--- config.mk ---
export PLATFORM = sky130hd
export DESIGN_NAME = boss_hp_ctrl
export DESIGN_NICKNAME = d
export VERILOG_FILES = /design/src/rtl/boss_hp_ctrl.sv
export SDC_FILE = /design/constraint.sdc
export NUM_CORES = 1
export LEC_CHECK = 0
export ABC_AREA = 1
export CAP_MARGIN = 0
export CORE_MARGIN = 5
export CORE_UTILIZATION = 53
export CTS_CLUSTER_SIZE = 25
export DETAILED_ROUTE_END_ITERATION = 8
export PLACE_DENSITY = 0.78
export REMOVE_ABC_BUFFERS = 1
export SLEW_MARGIN = 30
export SYNTH_ARGS = -nofsm -noshare
export SYNTH_HDL_FRONTEND = slang
export SYNTH_SLANG_ARGS = --single-unit
--- constraint.sdc ---
create_clock -name clk22 -period 2.7 [get_ports clk22]
set_input_delay 0.54 -clock clk22 [delete_from_list [all_inputs] [get_ports clk22]]
set_output_delay 0.54 -clock clk22 [all_outputs]
set_load 0.01 [all_outputs]
--- src/rtl/boss_hp_ctrl.sv ---
// boss_hp_ctrl: boss hit points, encounter sequencing, round-robin hit arbitration and fire scheduling
module boss_hp_ctrl #(
   parameter int HP_MAX      = 450,
   parameter int N_SRC       = 4,
   parameter int DMG         = 10,
   parameter int PHASE2_HP   = 300,
   parameter int PHASE3_HP   = 150,
   parameter int INVULN_CYC  = 8,
   parameter int FIRE_PERIOD = 64
) (
   input  logic             clk22,
   input  logic             rst,
   input  logic             gamestart,
   input  logic             enm,
   input  logic [N_SRC-1:0] hit_req,
   output logic [N_SRC-1:0] hit_ack,
   output logic [9:0]       bosshp,
   output logic [1:0]       boss_phase,
   output logic             boss_active,
   output logic             boss_fire,
   output logic             boss_dead,
   output logic             win
);
   localparam int PW = (N_SRC > 1) ? $clog2(N_SRC) : 1;
   localparam int IW = (INVULN_CYC > 1) ? $clog2(INVULN_CYC) : 1;
   localparam int FW = $clog2(FIRE_PERIOD);
   localparam logic [9:0] HP_INIT = 10'(HP_MAX);
   localparam logic [9:0] HP_DMG = 10'(DMG);
   localparam logic [9:0] HP_P2 = 10'(PHASE2_HP);
   localparam logic [9:0] HP_P3 = 10'(PHASE3_HP);
   localparam logic [IW-1:0] INV_LAST = IW'(INVULN_CYC - 1);
   localparam logic [FW-1:0] F1_LAST = FW'(FIRE_PERIOD - 1);
   localparam logic [FW-1:0] F2_LAST = FW'(FIRE_PERIOD / 2 - 1);
   localparam logic [FW-1:0] F3_LAST = FW'(FIRE_PERIOD / 4 - 1);
   localparam logic [PW-1:0] PTR_LAST = PW'(N_SRC - 1);

   typedef enum logic [1:0] {S_WAIT, S_ACTIVE, S_INVULN, S_DEAD} state_t;

   state_t        state;
   logic [PW-1:0] ptr, gnt_idx, idx;
   logic          gnt_vld;
   logic [IW-1:0] icnt;
   logic [FW-1:0] fcnt, fire_last;
   logic [9:0]    hp_dmg;
   logic [1:0]    phase_now;
   logic          live, hit, dmg_hit, phase_chg;

   function automatic logic [1:0] phase_of(input logic [9:0] hp);
      return (hp > HP_P2) ? 2'd1 : (hp > HP_P3) ? 2'd2 : (hp != 10'd0) ? 2'd3 : 2'd0;
   endfunction

   // round-robin search from the pointer upward with wrap; the lowest offset wins
   always_comb begin
      gnt_vld = 1'b0;
      gnt_idx = '0;
      idx = '0;
      for (int i = N_SRC - 1; i >= 0; i--) begin
         idx = PW'((int'(ptr) + i) % N_SRC);
         if (hit_req[idx]) begin
            gnt_vld = 1'b1;
            gnt_idx = idx;
         end
      end
   end

   // gamestart suppresses acks and shots in the same cycle it restarts the encounter
   assign boss_active = (state == S_ACTIVE) || (state == S_INVULN);
   assign live        = boss_active && !gamestart;
   assign hit         = live && gnt_vld;
   assign dmg_hit     = hit && (state == S_ACTIVE);
   assign hit_ack     = hit ? (N_SRC'(1) << gnt_idx) : '0;
   assign hp_dmg      = (bosshp <= HP_DMG) ? 10'd0 : bosshp - HP_DMG;
   assign phase_now   = phase_of(bosshp);
   assign phase_chg   = phase_of(hp_dmg) != phase_now;
   assign boss_phase  = boss_active ? phase_now : 2'd0;
   assign fire_last   = (phase_now == 2'd1) ? F1_LAST : (phase_now == 2'd2) ? F2_LAST : F3_LAST;
   assign boss_fire   = live && (fcnt == fire_last);
   assign boss_dead   = state == S_DEAD;

   // encounter state, hit points, arbitration pointer, invulnerability and fire counters
   always_ff @(posedge clk22 or negedge rst) begin
      if (!rst) begin
         state  <= S_WAIT;
         bosshp <= HP_INIT;
         ptr    <= '0;
         icnt   <= '0;
         fcnt   <= '0;
         win    <= 1'b0;
      end else if (gamestart) begin
         state  <= S_WAIT;
         bosshp <= HP_INIT;
         ptr    <= '0;
         icnt   <= '0;
         fcnt   <= '0;
         win    <= 1'b0;
      end else begin
         win <= 1'b0;
         if (hit) ptr <= (gnt_idx == PTR_LAST) ? '0 : gnt_idx + 1'b1;
         case (state)
            S_WAIT: begin
               if (!enm) begin
                  state <= S_ACTIVE;
                  fcnt  <= '0;
               end
            end
            S_ACTIVE, S_INVULN: begin
               fcnt <= (boss_fire || (dmg_hit && phase_chg)) ? '0 : fcnt + 1'b1;
               if (dmg_hit) begin
                  bosshp <= hp_dmg;
                  state  <= (hp_dmg == 10'd0) ? S_DEAD : S_INVULN;
                  win    <= hp_dmg == 10'd0;
                  icnt   <= '0;
               end else if (state == S_INVULN) begin
                  state <= (icnt == INV_LAST) ? S_ACTIVE : S_INVULN;
                  icnt  <= icnt + 1'b1;
               end
            end
            default: begin
               bosshp <= 10'd0;
               fcnt   <= '0;
            end
         endcase
      end
   end
endmodule

==> impl_metrics.json <==
{
  "violations": "negative setup slack",
  "synth_top_area_share_pct": 23.3,
  "powerDensity_nw_per_um2": 1450,
  "yosys_warnings": 0,
  "slew_headroom_pct": 69.4,
  "synth_ff_type": "dfrtp_1",
  "cts_tree": "yes",
  "muxShareOfSynthArea_pct": 0,
  "initial_core_util_pct": 54.1,
  "vias": 2459,
  "synth-xor-area-share_pct": 2.45,
  "grt_pass1_vias": 2323,
  "clock_latency_ns": 0.27,
  "die-area_um2": 5430,
  "yosys.area.top_type": "dfrtp_1",
  "yosysSeqAreaShare_pct": 28.2,
  "min_to": "icnt[1]",
  "hp-class": "reg2reg",
  "holdBufCountCts": 0,
  "timing.final.crit_share_pct": 107,
  "synth_cell_type_count": 37,
  "avgSynthCellArea_um2": 6.73,
  "cp_slowest_cell": "dfrtp_2",
  "grt_antenna_before_repair": 0,
  "path_cells": "buf_8, o21ai_1, nand2_1, nand3_2, nand2_2, buf_4, buf_4, nand2_1, nand2_2, inv_2, ha_4, inv_1, nor2_2, buf_2",
  "clock-root-buffer": "clkbuf_8",
  "async_reset_ff_share_pct": 100,
  "dr.first_iter.drc_count": 217,
  "ios": 28,
  "setup-tns-final_ns": -0.648,
  "required_ns": 2.16,
  "reg2reg_from": "bosshp[1]",
  "maxCapViolCount": 0,
  "drc_errors": 0,
  "first_pass_iters": 4,
  "cts_made_buffers": 3,
  "diodes": 0,
  "hp-start": "icnt[1]",
  "avgViaCountPerCell": 5.45,
  "synth-simple-area-share_pct": 38.1,
  "globalplace.congestion": 0.923,
  "crit_type": "reg2out",
  "grt_setup_unrepaired": "yes",
  "grt_max_degree": 25,
  "syn_to_final_growth_pct": 44.8,
  "cp_num_buf_inv": 6,
  "grtUsageTotal_pct": 23.3,
  "synth_compound_area_share_pct": 12.7,
  "hold_depth": 1,
  "row_count": 23,
  "hold_viol": 0,
  "clk_pin_slew_ns": 0.10,
  "portBuffers": 27,
  "synth_top_family_by_area": "simple AND/OR/NAND/NOR gates",
  "finClkSkew_ns": 0.00386,
  "max_stage_delay_ns": 0.44,
  "rr_worst_depth": 20,
  "r2r_end": "fcnt[3]",
  "grt_overflow": 0,
  "clkSinkCount": 24,
  "end_kind": "output port",
  "syn_area_um2": 2150,
  "syn_inst": 319,
  "drive_gt1_share_pct": 34.7,
  "max-clock-path-buffers": 2,
  "yosysMostFrequentCell": "nand2_1",
  "dp_hpwl_um": 4110,
  "wl_um": 6630,
  "grt_pass1_wl_um": 10100,
  "synth_common_cells": "nand2_1, inv_1, nor2_1, nand3_1, dfrtp_1",
  "status": "complete, but fails checks",
  "wl_per_cell_um": 14.7,
  "crit_path_max_fanout": 5,
  "ir_drop_mv": 1.07,
  "max_freq_mhz": 346,
  "synth_area_leaders": "dfrtp_1, nand2_1, ha_1",
  "synth_edf_count": 0,
  "fin_util_pct": 78.3,
  "cts_max_level": 1,
  "rrSetupSlack_ns": 0.13,
  "synth-seq-cells": 24,
  "nNetsFinal": 424,
  "synthAdderAreaFrac_pct": 8.15,
  "min_period_ns": 2.89,
  "worst_setup_path_start_kind": "flop",
  "slew_viol_final": 0,
  "tightest_slew_ns": 0.453,
  "leakagePower_nw": 1.59,
  "fp.coreArea_um2": 3970,
  "path_delay_family": "buffers and inverters",
  "arrival_ns": 2.35,
  "ant_nets": 0,
  "setup_viol": 4,
  "die_width_um": 73.7,
  "setup_ws_ns": -0.189,
  "die_y_um": 73.7
}
==> report_power, final <==
| group | internal [mW] | total, mW | leakage (nW) | switching (mW) |
|---|---|---|---|---|
| Clock | 0.198 | 0.330 | 0.0357 | 0.132 |
| Sequential | 0.495 | 0.646 | 0.313 | 0.151 |
| Combinational | 1.53 | 3.53 | 1.25 | 2.00 |
| Total | 2.22 | 4.51 | 1.59 | 2.29 |
==> how the worst max path moves through the flow <==
stage	start	endpoint	cells after the start
final	ptr[0]	hit_ack[2]	14
after global routing	ptr[0]	hit_ack[2]	12
after CTS	ptr[0]	hit_ack[1]	13
after detailed placement	hit_req[3]	hit_ack[1]	12
after global placement	hit_req[3]	hit_ack[0]	13
after floorplan	hit_req[3]	hit_ack[3]	12
==> stage by stage <==
stage | hold WS (ns) | std cells | cell area (um^2) | setup slack (ns) | total power, mW
2_1_floorplan | 0.244 | 315 | 2120 | 0.322 | 2.39
3_3_place_gp | 0.487 | 427 | 2710 | -0.654 | 3.33
3_5_place_dp | 0.494 | 427 | 2710 | -0.716 | 3.38
4_1_cts | 0.519 | 442 | 2920 | -0.149 | 4.00
5_1_grt | 0.536 | 451 | 3110 | -0.303 | 4.87
6_report | 0.521 | 451 | 3110 | -0.189 | 4.51
==> cells by family after synthesis <==
kind of cell | count (synthesis)
adder cells (fa/ha/maj) | 14
XOR/XNOR | 6
flip-flops | 24
buffers and inverters | 55
AO/OA/AOI/OAI | 46
AND/OR/NAND/NOR | 174
==> what timing repair did <==
item	CTS	global route
endpoints found under the setup margin	7	5
buffers inserted	11	9
pin swaps	15	14
gates resized for setup	53	33
==> sequential cells by signal, summed over array words and instances (netlist names) <==
signal	flops
state	2
ptr	2
icnt	3
win	1
fcnt	6
bosshp	10
==> cells in the final DEF (no fill, tap or decap), types with 2 or more instances in the layout <==
master           count
buf_2                4
nor2_2               7
ha_1                11
dfrtp_2              2
o21ai_1             14
dlygate4sd2_1        3
nor3_1               2
a22o_1               2
o21ai_0              9
nand4_1              2
o31ai_4              2
a31oi_1              2
o21ai_4              2
xor2_1               2
nand3_1             29
dfstp_2              4
buf_4               51
nor3_2               2
nand3_2              6
nor2_1              29
nor2_4               5
clkdlybuf4s50_1     16
a21oi_1              7
o21ai_2              3
inv_2               19
inv_1               31
clkdlybuf4s15_1      3
nand2_1             71
xnor2_1              2
nand2_2             14
buf_6                4
clkbuf_8             3
dfrtp_1             18
ha_4                 3
==> layer usage <==
| metal | GRT usage (%) | wire, um | part of all wire (%) |
|---|---|---|---|
| met1 | 30.4 | 2690 | 41 |
| met2 | 40.1 | 3300 | 50 |
| met5 | 0 | 0 | 0 |
| met3 | 2.19 | 332 | 5.0 |
| met4 | 8.25 | 298 | 4.5 |
==> area by class of cell <==
type,count,area [um^2]
Inverter,51,191
Tap cell,50,62.6
Clock buffer,3,41.3
Timing Repair Buffer,82,679
Fill cell,268,861
Multi-Input combinational cell,240,1500
Clock inverter,1,30.0
Sequential cell,24,608
Note: power is estimated with default switching activity, not from simulation.
